===== src/rtl/div_pkg.sv =====
// ---------------------------------------------------------------------------
// div_pkg
// Shared types and helpers for the sequential restoring divider.
//   state_t  : divider FSM states (IDLE, RUN, FIX)
//   MAX_W    : widest operand the helper functions handle
//   cond_neg : conditional two's-complement negate. Callers zero-extend their
//              operand to MAX_W bits and keep the low WIDTH bits of the
//              result, which is the negate at WIDTH bits.
// ---------------------------------------------------------------------------
package div_pkg;

   typedef enum logic [1:0] {
      IDLE = 2'd0,
      RUN  = 2'd1,
      FIX  = 2'd2
   } state_t;

   localparam int MAX_W = 128;

   function automatic logic [MAX_W-1:0] cond_neg(input logic [MAX_W-1:0] value,
                                                 input logic             flag);
      return flag ? -value : value;
   endfunction

endpackage


===== src/rtl/div_step.sv =====
// ---------------------------------------------------------------------------
// div_step
// One combinational restoring-division step.
//   accu_i : partial remainder in (always below m_i when m_i != 0)
//   q_i    : dividend/quotient shift register in
//   m_i    : divisor magnitude
//   accu_o : partial remainder out
//   q_o    : shift register out, new quotient bit in bit 0
// ---------------------------------------------------------------------------
module div_step #(
   parameter int WIDTH = 32
) (
   input  logic [WIDTH-1:0] accu_i,
   input  logic [WIDTH-1:0] q_i,
   input  logic [WIDTH-1:0] m_i,
   output logic [WIDTH-1:0] accu_o,
   output logic [WIDTH-1:0] q_o
);

   // The shifted remainder needs one extra bit before the compare.
   logic [WIDTH:0] sh;
   logic [WIDTH:0] diff;
   logic           ge;

   always_comb begin
      sh     = {accu_i, q_i[WIDTH-1]};
      diff   = sh - {1'b0, m_i};
      ge     = (sh >= {1'b0, m_i});
      accu_o = ge ? diff[WIDTH-1:0] : sh[WIDTH-1:0];
      q_o    = {q_i[WIDTH-2:0], ge};
   end

endmodule


===== src/rtl/divisor_secuencial_param.sv =====
// ---------------------------------------------------------------------------
// divisor_secuencial_param
// Sequential restoring divider, signed or unsigned per operation, retiring
// STEPS quotient bits per clock. Quotient truncates toward zero, remainder
// takes the sign of Num. Result latency is WIDTH/STEPS + 2 cycles.
//
// Build option DIVISOR_DIVZERO_EN: when defined, Den = 0 is detected at
// accept, RUN is skipped and DivZero is raised; otherwise DivZero is tied 0
// and a zero divisor simply runs the normal iteration.
//
// Ports:
//   CLK, RSTa     : clock (rising edge), async active-low reset
//   Start, Ready  : request / accept handshake
//   Sgn, Num, Den : mode and operands, sampled at accept
//   Coc, Res      : quotient and remainder, held until the next result
//   Done          : one-cycle pulse when Coc/Res/DivZero are rewritten
//   DivZero       : held result came from a zero divisor
// ---------------------------------------------------------------------------
module divisor_secuencial_param
   import div_pkg::*;
#(
   parameter int WIDTH = 32,
   parameter int STEPS = 1
) (
   input  logic             CLK,
   input  logic             RSTa,
   input  logic             Start,
   input  logic             Sgn,
   input  logic [WIDTH-1:0] Num,
   input  logic [WIDTH-1:0] Den,
   output logic             Ready,
   output logic [WIDTH-1:0] Coc,
   output logic [WIDTH-1:0] Res,
   output logic             Done,
   output logic             DivZero
);

   localparam int L     = WIDTH / STEPS;
   localparam int CNT_W = $clog2(L + 1);

   if (WIDTH % STEPS != 0) begin : g_bad_steps
      $error("divisor_secuencial_param: STEPS must divide WIDTH");
   end
   if (WIDTH < 4 || WIDTH > MAX_W) begin : g_bad_width
      $error("divisor_secuencial_param: WIDTH out of range");
   end

   state_t             state_q;
   logic [CNT_W-1:0]   cnt_q;
   logic               sn_q;
   logic               sd_q;
   logic [WIDTH-1:0]   accu_q;
   logic [WIDTH-1:0]   q_q;
   logic [WIDTH-1:0]   m_q;
   logic [WIDTH-1:0]   coc_q;
   logic [WIDTH-1:0]   res_q;
   logic               done_q;
   logic               accept;
`ifdef DIVISOR_DIVZERO_EN
   logic               dz_q;
   logic               divzero_q;
`endif

   // Restoring step chain; index STEPS is the next-state of the datapath.
   logic [WIDTH-1:0]   accu_d [0:STEPS];
   logic [WIDTH-1:0]   q_d    [0:STEPS];

   assign accu_d[0] = accu_q;
   assign q_d[0]    = q_q;

   for (genvar g = 0; g < STEPS; g++) begin : g_step
      div_step #(.WIDTH(WIDTH)) u_step (
         .accu_i (accu_d[g]),
         .q_i    (q_d[g]),
         .m_i    (m_q),
         .accu_o (accu_d[g+1]),
         .q_o    (q_d[g+1])
      );
   end

   assign Ready  = (state_q == IDLE);
   assign accept = Ready & Start;

   // Control FSM and result registers.
   always_ff @(posedge CLK or negedge RSTa) begin
      if (!RSTa) begin
         state_q   <= IDLE;
         cnt_q     <= '0;
         sn_q      <= 1'b0;
         sd_q      <= 1'b0;
         coc_q     <= '0;
         res_q     <= '0;
         done_q    <= 1'b0;
`ifdef DIVISOR_DIVZERO_EN
         dz_q      <= 1'b0;
         divzero_q <= 1'b0;
`endif
      end else begin
         done_q <= 1'b0;
         case (state_q)
            IDLE: begin
               if (Start) begin
                  sn_q  <= Sgn & Num[WIDTH-1];
                  sd_q  <= Sgn & Den[WIDTH-1];
                  cnt_q <= CNT_W'(L - 1);
`ifdef DIVISOR_DIVZERO_EN
                  dz_q    <= (Den == '0);
                  state_q <= (Den == '0) ? FIX : RUN;
`else
                  state_q <= RUN;
`endif
               end
            end
            RUN: begin
               if (cnt_q == '0) state_q <= FIX;
               else             cnt_q   <= cnt_q - CNT_W'(1);
            end
            FIX: begin
               state_q <= IDLE;
               done_q  <= 1'b1;
               coc_q   <= WIDTH'(cond_neg(MAX_W'(q_q), sn_q ^ sd_q));
               res_q   <= WIDTH'(cond_neg(MAX_W'(accu_q), sn_q));
`ifdef DIVISOR_DIVZERO_EN
               divzero_q <= dz_q;
               // Q still holds |Num| because RUN was skipped.
               if (dz_q) begin
                  coc_q <= '1;
                  res_q <= WIDTH'(cond_neg(MAX_W'(q_q), sn_q));
               end
`endif
            end
            default: state_q <= IDLE;
         endcase
      end
   end

   // Datapath registers carry no reset; they are always loaded at accept.
   always_ff @(posedge CLK) begin
      if (accept) begin
         q_q    <= WIDTH'(cond_neg(MAX_W'(Num), Sgn & Num[WIDTH-1]));
         m_q    <= WIDTH'(cond_neg(MAX_W'(Den), Sgn & Den[WIDTH-1]));
         accu_q <= '0;
      end else if (state_q == RUN) begin
         accu_q <= accu_d[STEPS];
         q_q    <= q_d[STEPS];
      end
   end

   assign Coc  = coc_q;
   assign Res  = res_q;
   assign Done = done_q;
`ifdef DIVISOR_DIVZERO_EN
   assign DivZero = divzero_q;
`else
   assign DivZero = 1'b0;
`endif

endmodule


===== config.mk =====
export PLATFORM = sky130hd
export DESIGN_NAME = divisor_secuencial_param
export DESIGN_NICKNAME = d
export VERILOG_FILES = /design/src/rtl/div_pkg.sv /design/src/rtl/div_step.sv /design/src/rtl/divisor_secuencial_param.sv
export SDC_FILE = /design/constraint.sdc
export NUM_CORES = 1
export LEC_CHECK = 0
export CORE_ASPECT_RATIO = 1.4
export CORE_MARGIN = 2
export CORE_UTILIZATION = 40
export CTS_BUF_LIST = sky130_fd_sc_hd__clkbuf_2
export DETAILED_ROUTE_END_ITERATION = 8
export DONT_BUFFER_PORTS = 1
export GPL_TIMING_DRIVEN = 0
export HOLD_SLACK_MARGIN = 0.06
export SLEW_MARGIN = 10
export SYNTH_ARGS = -nofsm -noshare
export SYNTH_HDL_FRONTEND = slang
export SYNTH_HIERARCHICAL = 1
export SYNTH_SLANG_ARGS = --single-unit

===== constraint.sdc =====
create_clock -name CLK -period 3.4 [get_ports CLK]
set_clock_uncertainty 0.2 [all_clocks]
set_input_delay 0.17 -clock CLK [delete_from_list [all_inputs] [get_ports CLK]]
set_output_delay 0.17 -clock CLK [all_outputs]
set_load 0.1 [all_outputs]

## Yosys cells after proc, flatten, opt, wreduce, memory -nomap -nowiden

Index checks and enable logic that the tools add are counted.

- Input bits: 68
- Flip-flop bits (word level): 171
- Output and inout port bits: 67

- Multiplexer cells: 14
- Eq/ne operators: 5
- Bitwise gates (word level): 4
- Order comparisons: 1
- Reductions and logical operators: 7
- Add/sub/neg operators: 6

Operators by type and width:

| cell | number |
|---|---|
| 2-to-1 mux 32 bit | 7 |
| negation 32 bit | 4 |
| greater-or-equal comparator 33 x 32 -> 1 bit | 1 |
| subtractor 32 bit | 1 |
| 2-to-1 mux 6 bit | 2 |
| case mux 6 bit (2 select lines) | 1 |
| zero test 6 bit | 1 |
| != test 2 bit (second input constant) | 3 |
| subtractor 6 x 1 -> 6 bit (second input constant) | 1 |
| 2-to-1 mux 2 bit | 2 |
| case mux 2 bit (2 select lines) | 1 |
| AND reduction 2 bit | 2 |
| nonzero test 2 bit | 2 |
| bitwise AND 1 bit | 3 |
| AND reduction 3 bit | 1 |
| == test 2 x 1 -> 1 bit (second input constant) | 1 |
| == test 2 bit (second input constant) | 1 |
| zero test 2 bit | 1 |
| 2-to-1 mux 1 bit | 1 |
| bitwise XOR 1 bit | 1 |

## Depth between registers and ports, before layout

Gate-level depths: netlist (run 1).

- Depth after elaboration: 3
- Mapped depth: 15
- Gate-level depth less buffers: 13

## Hierarchy

Netlist (run 1), hierarchy kept.

By module, submodules not included:

| module | area an instance (µm²) | times used | cells each |
|---|---|---|---|
| divisor_secuencial_param | 8993.6 | 1 | 967 |
| div_step | 2606.2 | 1 | 401 |

## Least setup slack after synthesis (run 1)

OpenSTA, ideal clock, no wires.

- Kind: reg-to-reg
- From: reg state_q[1]
- To: reg m_q[0], enable pin
- Setup slack: -0.543 ns
- Arrival: 3.334 ns
- Stages on the path, launching flop included: 5
- Period minus slack after synthesis: 3.943 ns
- Path buffers: 1
- Cells stage by stage: dfrtp_1 nor2_1 nand2_1 inv_1 buf_1

- Word-level cells in the longest chain between the ends: 2

RTL lines:

| what | RTL line | RTL |
|---|---|---|
| from (decl) | divisor_secuencial_param.sv:48 | `state_t state_q;` |
| from (signal assigned) | divisor_secuencial_param.sv:87 | `state_q <= IDLE;` |
| from (signal assigned) | divisor_secuencial_param.sv:110 | `state_q <= RUN;` |
| from (signal assigned) | divisor_secuencial_param.sv:115 | `if (cnt_q == '0) state_q <= FIX;` |
| zero test 2 bit | divisor_secuencial_param.sv:81 | `assign Ready = (state_q == IDLE);` |
| via Ready | divisor_secuencial_param.sv:31 | `output logic Ready,` |
| bitwise AND 1 bit | divisor_secuencial_param.sv:82 | `assign accept = Ready & Start;` |
| via accept | divisor_secuencial_param.sv:58 | `logic accept;` |
| to (signal assigned) | divisor_secuencial_param.sv:141 | `m_q <= WIDTH'(cond_neg(MAX_W'(Den), Sgn & Den[WIDTH-1]));` |
| to (decl) | divisor_secuencial_param.sv:54 | `logic [WIDTH-1:0] m_q;` |

The timed path passes the listed nets, and every way through them passes these cells.
A chain may end at the register's enable or synchronous reset.

## Worst setup path in the final report (run 1)

- From: in Num[14]
- To: reg q_q[18], data pin

- Word-level cells in the longest chain between the ends: 3

RTL lines:

| what | RTL line | RTL |
|---|---|---|
| from (decl) | divisor_secuencial_param.sv:29 | `input logic [WIDTH-1:0] Num,` |
| negation 32 bit | div_pkg.sv:22 | `return flag ? -value : value;` |
| 2-to-1 mux 32 bit | div_pkg.sv:22 |  |
| 2-to-1 mux 32 bit | divisor_secuencial_param.sv:139 | `if (accept) begin` |
| to (signal assigned) | divisor_secuencial_param.sv:140 | `q_q <= WIDTH'(cond_neg(MAX_W'(Num), Sgn & Num[WIDTH-1]));` |
| to (signal assigned) | divisor_secuencial_param.sv:145 | `q_q <= q_d[STEPS];` |
| to (decl) | divisor_secuencial_param.sv:53 | `logic [WIDTH-1:0] q_q;` |

No other way between the ends.

==> impl_summary.txt, run 1 <==
----------------------------------------------------
[Worst setup path]
  Count of cells along the worst register-to-register path ... 13
  Critical path class ... input port to flop
  Startpoint of the lowest-slack register-to-register path ... q_q[31]$_DFFE_PP_
  Worst path required time ... 3.80 ns
  Worst path arrival time ... 3.75 ns
  Type of destination of the critical path ... flop
  Top fanout value on the critical path ... 5
  Slack of the worst reg-to-reg path ... 0.07 ns
  Endpoint of the lowest-slack register-to-register path ... accu_q[26]$_SDFFE_PP0P_
  Element type at the critical path start ... input port

[STA]
  Worst relative slew slack ... 33.3%
  Worst-Margin Slew ... 1.00 ns
  Number of max-slew violations in the final report ... 0
  Max Fclk ... 299 MHz
  Min cycle time layout ... 3.35 ns
  Fraction of the cycle the final worst path needs ... 98.5%
  Final Setup Violations ... 0
  Hold slack final ... 0.139 ns
  Number of hold-slack violations in the final timing report ... 0

[Power]
  IR drop worst, VDD ... 0.323 mV
  Combinational share of power ... 54.9%
  Fraction of power spent switching nets ... 49.3%
  Clock network fraction of total power ... 9.5%
  PD cells ... 922 nW/um^2
  Seq pwr share ... 35.6%
  Power Total ... 13.0 mW
  Internal power consumption ... 6.60 mW
  NetSw ... 6.41 mW
  Leakage power ... 5.66 nW

[Global route]
  GR Overflow Total ... 0
  Number of antenna violations at the first check in global routing ... 2
  Global-route total usage across every layer ... 23.4%
  Vias in the first global route ... 10500
  Maximum number of pins on one net before global-route repair ... 76
  First-pass GRT wire length ... 55500 um

[Hold path]
  Instance count along the most critical hold path ... 4
  Worst hold path type ... input port to flop
  Worst min-delay path endpoint ... m_q[22]$_DFFE_PP_
  Worst min-delay path startpoint ... Den[20]

[Layout]
  Post-layout net count ... 1662
  Layout overhead on the synthesized area ... 21.7%
  Design Area, Final ... 14100 sq um
  Layout cells sized above 1 ... 8.48%
  Fill cell total of the finished layout ... 2799
  Share of the core filled with cells ... 49.5%

[Clock network]
  Maximum buffer depth of the clock tree ... 2
  Skew-Pair Late Insertion Delay ... 0.82 ns
  H-tree depth ... 4
  TritonCTS clock tree ... built
  CTS clk-pin slew, worst paths ... 0.27 ns
  Root Driver ... sky130_fd_sc_hd__clkbuf_2
  Clock buffer count from CTS ... 17
  TritonCTS Sinks ... 171

[Route]
  Post-DRT Antenna Nets ... 0
  Number of DRC markers in iteration 0 ... 568
  Via count ... 10600
  Routed WL per cell ... 18.3 um
  Final routed wirelength across all metal layers ... 35500 um
  DRC violations left ... 0
  First-pass detailed-route iteration total ... 5
  Vias per std cell ... 5.44

[Logic synthesis]
  Number of enable-type register cells in the synthesized netlist ... 64
  Number of synthesis warnings ... 6
  Netlist cell types ... 75
  Share of Yosys cell area claimed by the top area cell type ... 16.6%
  Biggest area consumer among synthesized cells ... sky130_fd_sc_hd__edfxtp_1
  Nets in the synthesized netlist ... 1475
  Post-synth ARST share ... 43.9%
  Mapped Avg Cell Area ... 8.48 sq um
  Number of flip-flops and latches in the synthesized netlist ... 171
  Post-synthesis instance total ... 1368
  Top cells by area, synth ... sky130_fd_sc_hd__edfxtp_1 17%, sky130_fd_sc_hd__dfrtp_1 16%, sky130_fd_sc_hd__nand2_1 7.0%, sky130_fd_sc_hd__xnor2_1 5.7%, sky130_fd_sc_hd__o21ai_0 5.6%
  Combined area of all synthesized cells ... 11600 sq um
  Primary FF master, synth ... sky130_fd_sc_hd__dfrtp_1
  Part of the Yosys area used for sequential elements ... 38.3%

[Floorplan]
  Die area ... 30400 sq um
  Starting density of the core ... 40.7%
  Standard-cell row count ... 73
  Die width ... 148 um
  Die extent in y ... 205 um
  Number of primary I/O pins ... 135
  Core region area ... 28500 sq um

[Placement]
  Post-DP Area ... 12100 sq um
  RD Place Congestion ... 0.909
  Buffers on Ports ... 0
  Final HPWL DP ... 26100 um

[Flow run]
  Max-cap viol count ... 0

[Outcome]
  Result of the run ... finished clean

----------------------------------------------------
## metal layers
metal	vias to the layer above	GRT usage, %	part of all wire [%]
li1	5211	-	-
met1	5025	26.3	39
met2	252	42.2	52
met3	83	5.52	5.1
met4	4	10.2	4.1
met5	-	0	0.076
## registers in the layout, summed over array words and instances, names as in the netlist
| name | cells |
|---|---|
| cnt_q | 6 |
| sd_q | 1 |
| state_q | 2 |
| Coc | 32 |
| q_q | 32 |
| accu_q | 32 |
| m_q | 32 |
| Done | 1 |
| Res | 32 |
| sn_q | 1 |
## worst max path at each step
stage	start	to	depth (start not counted)
floorplan	state_q[1]$_DFFE_PN0P_	m_q[0]$_DFFE_PP_	4
global placement	state_q[1]$_DFFE_PN0P_	m_q[27]$_DFFE_PP_	4
detailed placement	state_q[1]$_DFFE_PN0P_	q_q[10]$_DFFE_PP_	5
CTS	q_q[31]$_DFFE_PP_	accu_q[26]$_SDFFE_PP0P_	12
global route	Num[14]	q_q[18]$_DFFE_PP_	8
finish	Num[14]	q_q[18]$_DFFE_PP_	8
## layout make-up
| type | instances | area [sq um] | area share [%] |
|---|---|---|---|
| multi-input combinational | 1041 | 6440 | 45.6 |
| sequential | 171 | 4440 | 31.5 |
| clock inverter | 15 | 183 | 1.29 |
| buffer | 99 | 549 | 3.89 |
| antenna | 1 | 2.50 | 0.0177 |
| clock buffer | 17 | 85.1 | 0.603 |
| timing repair buffer | 169 | 1730 | 12.3 |
| inverter | 56 | 213 | 1.51 |
| tap | 375 | 469 | 3.32 |
## synth_stat cells, types with 8 or more instances
cell and instances:
sky130_fd_sc_hd__nor2b_1 10, sky130_fd_sc_hd__buf_4 34, sky130_fd_sc_hd__xnor2_1 75, sky130_fd_sc_hd__or4_1 21, sky130_fd_sc_hd__or3_1 24, sky130_fd_sc_hd__a31oi_1 31
sky130_fd_sc_hd__nor3_1 32, sky130_fd_sc_hd__ha_1 38, sky130_fd_sc_hd__nand3_1 15, sky130_fd_sc_hd__or2_2 14, sky130_fd_sc_hd__dfrtp_1 75, sky130_fd_sc_hd__a21oi_1 102
sky130_fd_sc_hd__clkbuf_1 53, sky130_fd_sc_hd__o41ai_1 8, sky130_fd_sc_hd__o21ai_0 130, sky130_fd_sc_hd__dfxtp_1 32, sky130_fd_sc_hd__nand2_1 216, sky130_fd_sc_hd__inv_1 55
sky130_fd_sc_hd__o31ai_1 28, sky130_fd_sc_hd__nor2_1 85, sky130_fd_sc_hd__o211ai_1 8, sky130_fd_sc_hd__edfxtp_1 64, sky130_fd_sc_hd__nand2b_1 9, sky130_fd_sc_hd__nor4_1 16
sky130_fd_sc_hd__xor2_1 64
## cells in the final DEF, fill, tap and decap left out, types with 18 or more instances in the layout
cell type                       count
sky130_fd_sc_hd__or3_1             24
sky130_fd_sc_hd__ha_1              38
sky130_fd_sc_hd__buf_4             36
sky130_fd_sc_hd__dlygate4sd3_1    164
sky130_fd_sc_hd__xnor2_1           74
sky130_fd_sc_hd__o31ai_1           27
sky130_fd_sc_hd__clkbuf_2          18
sky130_fd_sc_hd__edfxtp_1          64
sky130_fd_sc_hd__xor2_1            64
sky130_fd_sc_hd__dfxtp_1           29
sky130_fd_sc_hd__clkbuf_1          52
sky130_fd_sc_hd__nand2_1          215
sky130_fd_sc_hd__o21ai_0          130
sky130_fd_sc_hd__inv_1             55
sky130_fd_sc_hd__or4_1             21
sky130_fd_sc_hd__dfrtp_1           75
sky130_fd_sc_hd__a31oi_1           31
sky130_fd_sc_hd__a21oi_1          102
sky130_fd_sc_hd__nor3_1            32
sky130_fd_sc_hd__nor2_1            84
## power by group through the flow
stage	Sequential (mW)	Clock (mW)	Combinational (mW)
3_3_place_gp	4.68	0	6.44
3_5_place_dp	4.69	0	6.50
5_1_grt	4.74	1.34	7.98
4_1_cts	4.64	1.27	7.07
2_1_floorplan	4.28	0	5.16
6_report	4.63	1.23	7.15
## worst max-delay path, stage by stage
cell	delay (ns)
sky130_fd_sc_hd__dlygate4sd3_1	0.58
sky130_fd_sc_hd__nor4_2	0.62
sky130_fd_sc_hd__nand4_1	0.41
sky130_fd_sc_hd__o41ai_1	0.55
sky130_fd_sc_hd__xor2_1	0.20
sky130_fd_sc_hd__dlygate4sd3_1	0.56
sky130_fd_sc_hd__o21ai_0	0.07
sky130_fd_sc_hd__dlygate4sd3_1	0.57
## kinds of logic (layout without fill, tap and decap cells)
group / Yosys count / after routing / share of synthesized area [%]
AO/OA/AOI/OAI: 367 / 367 / 19.3
XOR/XNOR: 139 / 139 / 10.5
adder cells (fa/ha/maj): 39 / 39 / 4.27
buffers and inverters: 156 / 356 / 6.59
flip-flops: 171 / 171 / 38.3
multiplexers: 8 / 8 / 0.787
other: 1 / 2 / 0.0323
AND/OR/NAND/NOR: 487 / 487 / 20.3
## per-stage QoR
step | setup TNS [ns] | instances | setup WS, ns
4_1_cts | 0 | 1942 | 0.0194
3_3_place_gp | -54.55 | 1743 | -0.908
2_1_floorplan | 0 | 1368 | 0.00902
6_report | 0 | 1944 | 0.0525
5_1_grt | -0.0472 | 1944 | -0.0398
3_5_place_dp | -19.09 | 1744 | -0.598
## repair_timing
action                                  CTS  global route
hold buffers                            166             0
pin swaps                                 0             1
buffers inserted                          0             2
endpoints found under the setup margin   36            34
hold endpoints to repair                169             0
resized for setup                         2            10
(Power assumes the default switching activity.)
==> inputs of run 2 (changes only) <==
PLACE_DENSITY = 0.58   (was not set)
==> impl_summary.txt, run 2 (synthesized netlist as in run 1, its figures left out) <==
----------------------------------------------------
[Outcome]
  Result of the run ... finished clean

[Worst setup path]
  Top fanout value on the critical path ... 10 (+5)
  Type of destination of the critical path ... flop
  Critical path class ... flop to flop
  Bufs and invs on worst path ... 4 (+1)
  Startpoint of the lowest-slack register-to-register path ... m_q[1]$_DFFE_PP_
  Count of cells along the worst register-to-register path ... 13 (unchanged)
  Crit path max-delay cell type ... sky130_fd_sc_hd__edfxtp_1
  Endpoint of the lowest-slack register-to-register path ... q_q[0]$_DFFE_PP_
  Sequence of cells on the critical path ... inv_1 > ha_1 > nor2b_4 > o31a_1 > or3_1 > a211o_2 > o211ai_2 > and3_4 > inv_4 > buf_6 > buf_4 > nand2_1 > o21ai_0
  Worst path max stage delay ... 0.45 ns (-0.17 ns)
  Worst path required time ... 3.77 ns (-0.03 ns)
  Worst path arrival time ... 3.64 ns (-0.11 ns)
  Element type at the critical path start ... flop
  Slack of the worst reg-to-reg path ... 0.13 ns (+0.06 ns)
  Worst path top cell family by delay ... compound AO/OA/AOI/OAI gates

[Hold path]
  Worst min-delay path startpoint ... Den[19]
  Instance count along the most critical hold path ... 4 (unchanged)
  Worst min-delay path endpoint ... m_q[21]$_DFFE_PP_
  Worst hold path type ... input port to flop

[STA]
  Min cycle time layout ... 3.27 ns (-0.0806 ns)
  Worst-Margin Slew ... 1.02 ns (+0.0175 ns)
  Final setup slack of the worst path ... 0.133 ns (+0.0806 ns)
  Worst relative slew slack ... 32.1% (-1.2 points)
  Max Fclk ... 306 MHz (+2.5%)
  Number of hold-slack violations in the final timing report ... 0 (unchanged)
  Fraction of the cycle the final worst path needs ... 96.1% (-2.4 points)
  RSZ-0062 raised after global routing ... yes
  Final Setup Violations ... 0 (unchanged)
  Number of max-slew violations in the final report ... 0 (unchanged)
  Hold slack final ... 0.169 ns (+0.0295 ns)

[Floorplan]
  Starting density of the core ... 40.7% (unchanged)
  Die extent in y ... 205 um (unchanged)
  Core region area ... 28500 sq um (unchanged)
  Number of primary I/O pins ... 135 (unchanged)
  Die area ... 30400 sq um (unchanged)
  Standard-cell row count ... 73 (unchanged)
  Die width ... 148 um (unchanged)

[Route]
  Vias per std cell ... 5.42 (-0.42%)
  Via count ... 10500 (-0.26%)
  Final routed wirelength across all metal layers ... 35100 um (-1.0%)
  Post-DRT Antenna Nets ... 0 (unchanged)
  Routed WL per cell ... 18.0 um (-1.2%)
  DRC violations left ... 0 (unchanged)
  First-pass detailed-route iteration total ... 5 (unchanged)
  Number of DRC markers in iteration 0 ... 692 (+22%)

[Global route]
  GR Overflow Total ... 0 (unchanged)
  First-pass GRT wire length ... 55500 um (about the same)
  Global-route total usage across every layer ... 23.2% (-0.19 points)
  Maximum number of pins on one net before global-route repair ... 76 (unchanged)
  Number of antenna violations at the first check in global routing ... 2 (unchanged)
  Vias in the first global route ... 10400 (-0.60%)

[Layout]
  Most common cell after layout, fill and taps aside ... sky130_fd_sc_hd__nand2_1
  Post-layout net count ... 1665 (+0.18%)
  Final standard cell count with taps included and fillers excluded ... 1947 (+0.15%)
  Layout cells sized above 1 ... 8.59% (+0.11 points)
  Most used cells in the layout excluding fill and tap cells ... 215 x sky130_fd_sc_hd__nand2_1, 165 x sky130_fd_sc_hd__dlygate4sd3_1, 130 x sky130_fd_sc_hd__o21ai_0
  Layout overhead on the synthesized area ... 21.6% (about the same)
  Design Area, Final ... 14100 sq um (about the same)

[Clock network]
  Root Driver ... sky130_fd_sc_hd__clkbuf_2
  CTS clk-pin slew, worst paths ... 0.27 ns (about the same)
  Clock buffer count from CTS ... 17 (unchanged)
  Maximum buffer depth of the clock tree ... 2 (unchanged)
  TritonCTS Sinks ... 171 (unchanged)
  TritonCTS clock tree ... built
  Skew-Pair Late Insertion Delay ... 0.80 ns (-0.02 ns)
  H-tree depth ... 4 (unchanged)

[Flow run]
  Max-cap viol count ... 0 (unchanged)

[Placement]
  Final HPWL DP ... 26200 um (+0.29%)
  Worst slack at placement ... -0.234 ns (+0.364 ns)
  Dpl cells ... 1744 (unchanged)
  RD Place Congestion ... 0.867 (-4.6%)
  Buffers on Ports ... 0 (unchanged)
  Post-DP Area ... 12100 sq um (about the same)

[Power]
  IR drop worst, VDD ... 0.312 mV (-3.2%)
  Leakage power ... 5.65 nW (-0.14%)
  PD cells ... 920 nW/um^2 (-0.14%)

----------------------------------------------------
[run 2: cell type report]
| type | instances | area, sq um |
|---|---|---|
| Fill cell | 2757 | 14400 |
| Multi-Input combinational cell | 1041 | 6450 |
| Sequential cell | 171 | 4440 |
| Timing Repair Buffer | 172 | 1760 |
| Buffer | 99 | 549 |
| Tap cell | 375 | 469 |
| Inverter | 56 | 213 |
| Clock inverter | 14 | 135 |
| Clock buffer | 18 | 90.1 |
| Antenna cell | 1 | 2.50 |
[run 2: worst min-delay path, stage by stage]
cell	delay (ns)
sky130_fd_sc_hd__nor3_1	0.02
sky130_fd_sc_hd__a31oi_1	0.14
sky130_fd_sc_hd__xor2_1	0.09
sky130_fd_sc_hd__dlygate4sd3_1	0.56
[run 2: timing repair]
item                                   in CTS  in global routing
setup endpoints to repair                  40                 27
pin swaps                                   0                  2
endpoints found under the hold margin     165                  0
hold buffers                              167                  0
gates resized for setup                     1                 12
buffers inserted                            0                  4
[run 2: how the worst max path moves through the flow]
stage / start / to / slack (ns) / cells past startpoint
global placement: state_q[1]$_DFFE_PN0P_ / m_q[27]$_DFFE_PP_ / -0.91 / 4
floorplan: state_q[1]$_DFFE_PN0P_ / m_q[0]$_DFFE_PP_ / 0.009 / 4
detailed placement: state_q[1]$_DFFE_PN0P_ / q_q[10]$_DFFE_PP_ / -0.23 / 5
global route: m_q[1]$_DFFE_PP_ / accu_q[28]$_SDFFE_PP0P_ / -0.007 / 13
finish: m_q[1]$_DFFE_PP_ / q_q[0]$_DFFE_PP_ / 0.13 / 13
CTS: q_q[31]$_DFFE_PP_ / accu_q[16]$_SDFFE_PP0P_ / 0.004 / 13
[run 2: metrics by stage]
| stage | util, % | TNS, ns | power [mW] |
|---|---|---|---|
| after global routing | 49.5 | -0.00717 | 14.0 |
| after floorplan | - | 0 | 9.44 |
| final | 49.5 | 0 | 13.0 |
| after CTS | 49.2 | 0 | 12.9 |
| after global placement | 42.4 | -56.49 | 11.2 |
| after detailed placement | 42.4 | -7.42 | 11.3 |
[run 2: metal layers]
layer | part of all wire, % | track usage, %
met3 | 5.6 | 4.86
met2 | 51 | 41.9
met5 | 0 | 0
met1 | 40 | 27.3
met4 | 2.9 | 7.99
[run 2: power breakdown]
| part | internal, mW | switching (mW) |
|---|---|---|
| Clock | 0.287 | 0.811 |
| Combinational | 3.28 | 3.97 |
| Sequential | 2.91 | 1.72 |
==> inputs of run 3 (changes only) <==
PLACE_DENSITY = 0.61   (was 0.58)
==> impl_summary.txt, run 3 (synthesized netlist as in run 1, its figures left out) <==
----------------------------------------------------
[Clock network]
  TritonCTS Sinks ... 171 (unchanged)
  Clock buffer count from CTS ... 17 (unchanged)
  Skew-Pair Late Insertion Delay ... 0.81 ns (about the same)
  Root Driver ... sky130_fd_sc_hd__clkbuf_2
  H-tree depth ... 4 (unchanged)
  Maximum buffer depth of the clock tree ... 2 (unchanged)
  CTS clk-pin slew, worst paths ... 0.27 ns (about the same)
  TritonCTS clock tree ... built

[Route]
  Final routed wirelength across all metal layers ... 34600 um (-1.4%)
  Number of DRC markers in iteration 0 ... 704 (+1.7%)
  Wire length on met2 ... 18100 um (+0.91%)
  Met3 layer wire length in the routed design ... 1880 um (-4.8%)
  Vias per std cell ... 5.43 (+0.22%)
  Via count ... 10600 (+0.22%)
  DRC violations left ... 0 (unchanged)
  Routed WL per cell ... 17.8 um (-1.4%)
  Post-DRT Antenna Nets ... 0 (unchanged)
  Met1 Wirelength ... 13700 um (-3.6%)
  Top layer in use ... met5
  First-pass detailed-route iteration total ... 5 (unchanged)

[STA]
  Final setup slack of the worst path ... 0.112 ns (-0.0208 ns)
  Hold slack final ... 0.158 ns (-0.0109 ns)
  Worst relative slew slack ... 33.4% (+1.3 points)
  Number of hold-slack violations in the final timing report ... 0 (unchanged)
  Max Fclk ... 304 MHz (-0.63%)
  RSZ-0062 raised after global routing ... no
  Final Setup Violations ... 0 (unchanged)
  Min cycle time layout ... 3.29 ns (+0.0208 ns)
  Fraction of the cycle the final worst path needs ... 96.7% (+0.61 points)
  Worst-Margin Slew ... 0.999 ns (-0.0189 ns)
  Number of max-slew violations in the final report ... 0 (unchanged)

[Global route]
  GR Overflow Total ... 0 (unchanged)
  Number of antenna violations at the first check in global routing ... 2 (unchanged)
  Maximum number of pins on one net before global-route repair ... 76 (unchanged)
  Global-route total usage across every layer ... 22.8% (-0.43 points)
  Vias in the first global route ... 10400 (-0.84%)
  First-pass GRT wire length ... 54200 um (-2.3%)

[Layout]
  Share of the core filled with cells ... 49.6% (+0.079 points)
  Layout overhead on the synthesized area ... 21.8%
  Design Area, Final ... 14100 sq um (+0.16%)
  Fill cell total of the finished layout ... 2813 (+2.0%)
  Most used cells in the layout excluding fill and tap cells ... 215 x sky130_fd_sc_hd__nand2_1, 165 x sky130_fd_sc_hd__dlygate4sd3_1, 130 x sky130_fd_sc_hd__o21ai_0
  Most common cell after layout, fill and taps aside ... sky130_fd_sc_hd__nand2_1
  Layout cells sized above 1 ... 8.66% (+0.064 points)
  Post-layout net count ... 1665 (unchanged)

[Worst setup path]
  Element type at the critical path start ... input port
  Critical path class ... input port to flop
  Top fanout value on the critical path ... 5 (-5)
  Most frequent CP cell ... sky130_fd_sc_hd__dlygate4sd3_1
  Slack of the worst reg-to-reg path ... 0.13 ns (about the same)
  Worst path required time ... 3.79 ns (+0.02 ns)
  Worst path max stage delay ... 0.58 ns (+0.13 ns)
  Type of destination of the critical path ... flop
  Startpoint of the lowest-slack register-to-register path ... accu_q[0]$_SDFFE_PP0P_
  Sequence of cells on the critical path ... dlygate4sd3_1 > inv_1 > ha_1 > nor4b_1 > nand4_1 > o41ai_1 > xor2_1 > dlygate4sd3_1 > o21ai_0 > dlygate4sd3_1
  Endpoint of the lowest-slack register-to-register path ... q_q[0]$_DFFE_PP_
  Count of cells along the worst register-to-register path ... 12 (-1)
  Bufs and invs on worst path ... 4 (unchanged)
  Worst path arrival time ... 3.68 ns (+0.04 ns)
  Worst path top cell family by delay ... buffers and inverters
  Crit path max-delay cell type ... sky130_fd_sc_hd__dlygate4sd3_1

[Placement]
  RD Place Congestion ... 0.900 (+3.7%)
  Worst slack at placement ... -0.580 ns (-0.345 ns)
  Post-DP Area ... 12100 sq um (about the same)
  Final HPWL DP ... 25900 um (-1.1%)
  Buffers on Ports ... 0 (unchanged)

[Power]
  Leakage power ... 5.66 nW (+0.18%)
  Power Total ... 13.0 mW (about the same)
  IR drop worst, VDD ... 0.301 mV (-3.5%)
  PD cells ... 919 nW/um^2 (-0.15%)

[Floorplan]
  Number of primary I/O pins ... 135 (unchanged)
  Die area ... 30400 sq um (unchanged)
  Core region area ... 28500 sq um (unchanged)
  Starting density of the core ... 40.7% (unchanged)
  Die width ... 148 um (unchanged)
  Die extent in y ... 205 um (unchanged)
  Standard-cell row count ... 73 (unchanged)

[Outcome]
  Result of the run ... finished clean

[Hold path]
  Worst min-delay path startpoint ... Den[19]
  Worst min-delay path endpoint ... m_q[20]$_DFFE_PP_
  Instance count along the most critical hold path ... 4 (unchanged)
  Worst hold path type ... input port to flop

[Flow run]
  Max-cap viol count ... 0 (unchanged)

----------------------------------------------------
run 3: final cells by class:
class / instances / area (sq um) / share of cell area [%]
repair buffers: 172 / 1760 / 12.4
clock buffers: 18 / 90.1 / 0.638
diodes: 1 / 2.50 / 0.0177
plain buffers: 99 / 549 / 3.89
multi-input cells: 1041 / 6450 / 45.6
clock inverters: 14 / 156 / 1.11
inverters: 56 / 213 / 1.51
well taps: 375 / 469 / 3.32
flip-flops and latches: 171 / 4440 / 31.4
run 3: worst max path at each step:
stage                           start                      end  slack (ns)  cells after the start
3_5_place_dp   state_q[1]$_DFFE_PN0P_        q_q[11]$_DFFE_PP_       -0.58                      5
3_3_place_gp   state_q[1]$_DFFE_PN0P_        m_q[27]$_DFFE_PP_       -0.91                      4
2_1_floorplan  state_q[1]$_DFFE_PN0P_         m_q[0]$_DFFE_PP_       0.009                      4
4_1_cts             q_q[31]$_DFFE_PP_  accu_q[22]$_SDFFE_PP0P_       0.007                     13
5_1_grt             q_q[31]$_DFFE_PP_  accu_q[30]$_SDFFE_PP0P_      0.0009                     13
6_report                       Num[0]        q_q[18]$_DFFE_PP_        0.11                     10
run 3: worst min-delay path: stages:
cell and delay (ns):
sky130_fd_sc_hd__nor2_1 0.03, sky130_fd_sc_hd__a31oi_1 0.15, sky130_fd_sc_hd__xor2_1 0.09, sky130_fd_sc_hd__dlygate4sd3_1 0.55
run 3: what timing repair did:
item,4_1_cts,5_1_grt
gates resized for setup,2,11
endpoints found under the hold margin,166,0
buffers inserted,0,4
setup endpoints to repair,42,21
hold buffers,167,0
run 3: stage by stage:
| step | instances | TNS, ns |
|---|---|---|
| 2_1_floorplan | 1368 | 0 |
| 3_3_place_gp | 1743 | -54.28 |
| 3_5_place_dp | 1744 | -18.50 |
| 4_1_cts | 1943 | 0 |
| 5_1_grt | 1947 | 0 |
| 6_report | 1947 | 0 |
run 3: power by group:
| part | internal, mW | switching [mW] | total [mW] |
|---|---|---|---|
| Clock | 0.359 | 0.796 | 1.16 |
| Combinational | 3.28 | 3.92 | 7.19 |
| Sequential | 2.92 | 1.72 | 4.63 |
| Total | 6.55 | 6.43 | 13.0 |
run 3: layer usage:
metal  GRT usage (%)  vias up
met5               0        -
li1                -     5214
met1            25.9     5041
met2            42.1      253
met4            7.48        4
met3            5.17       58
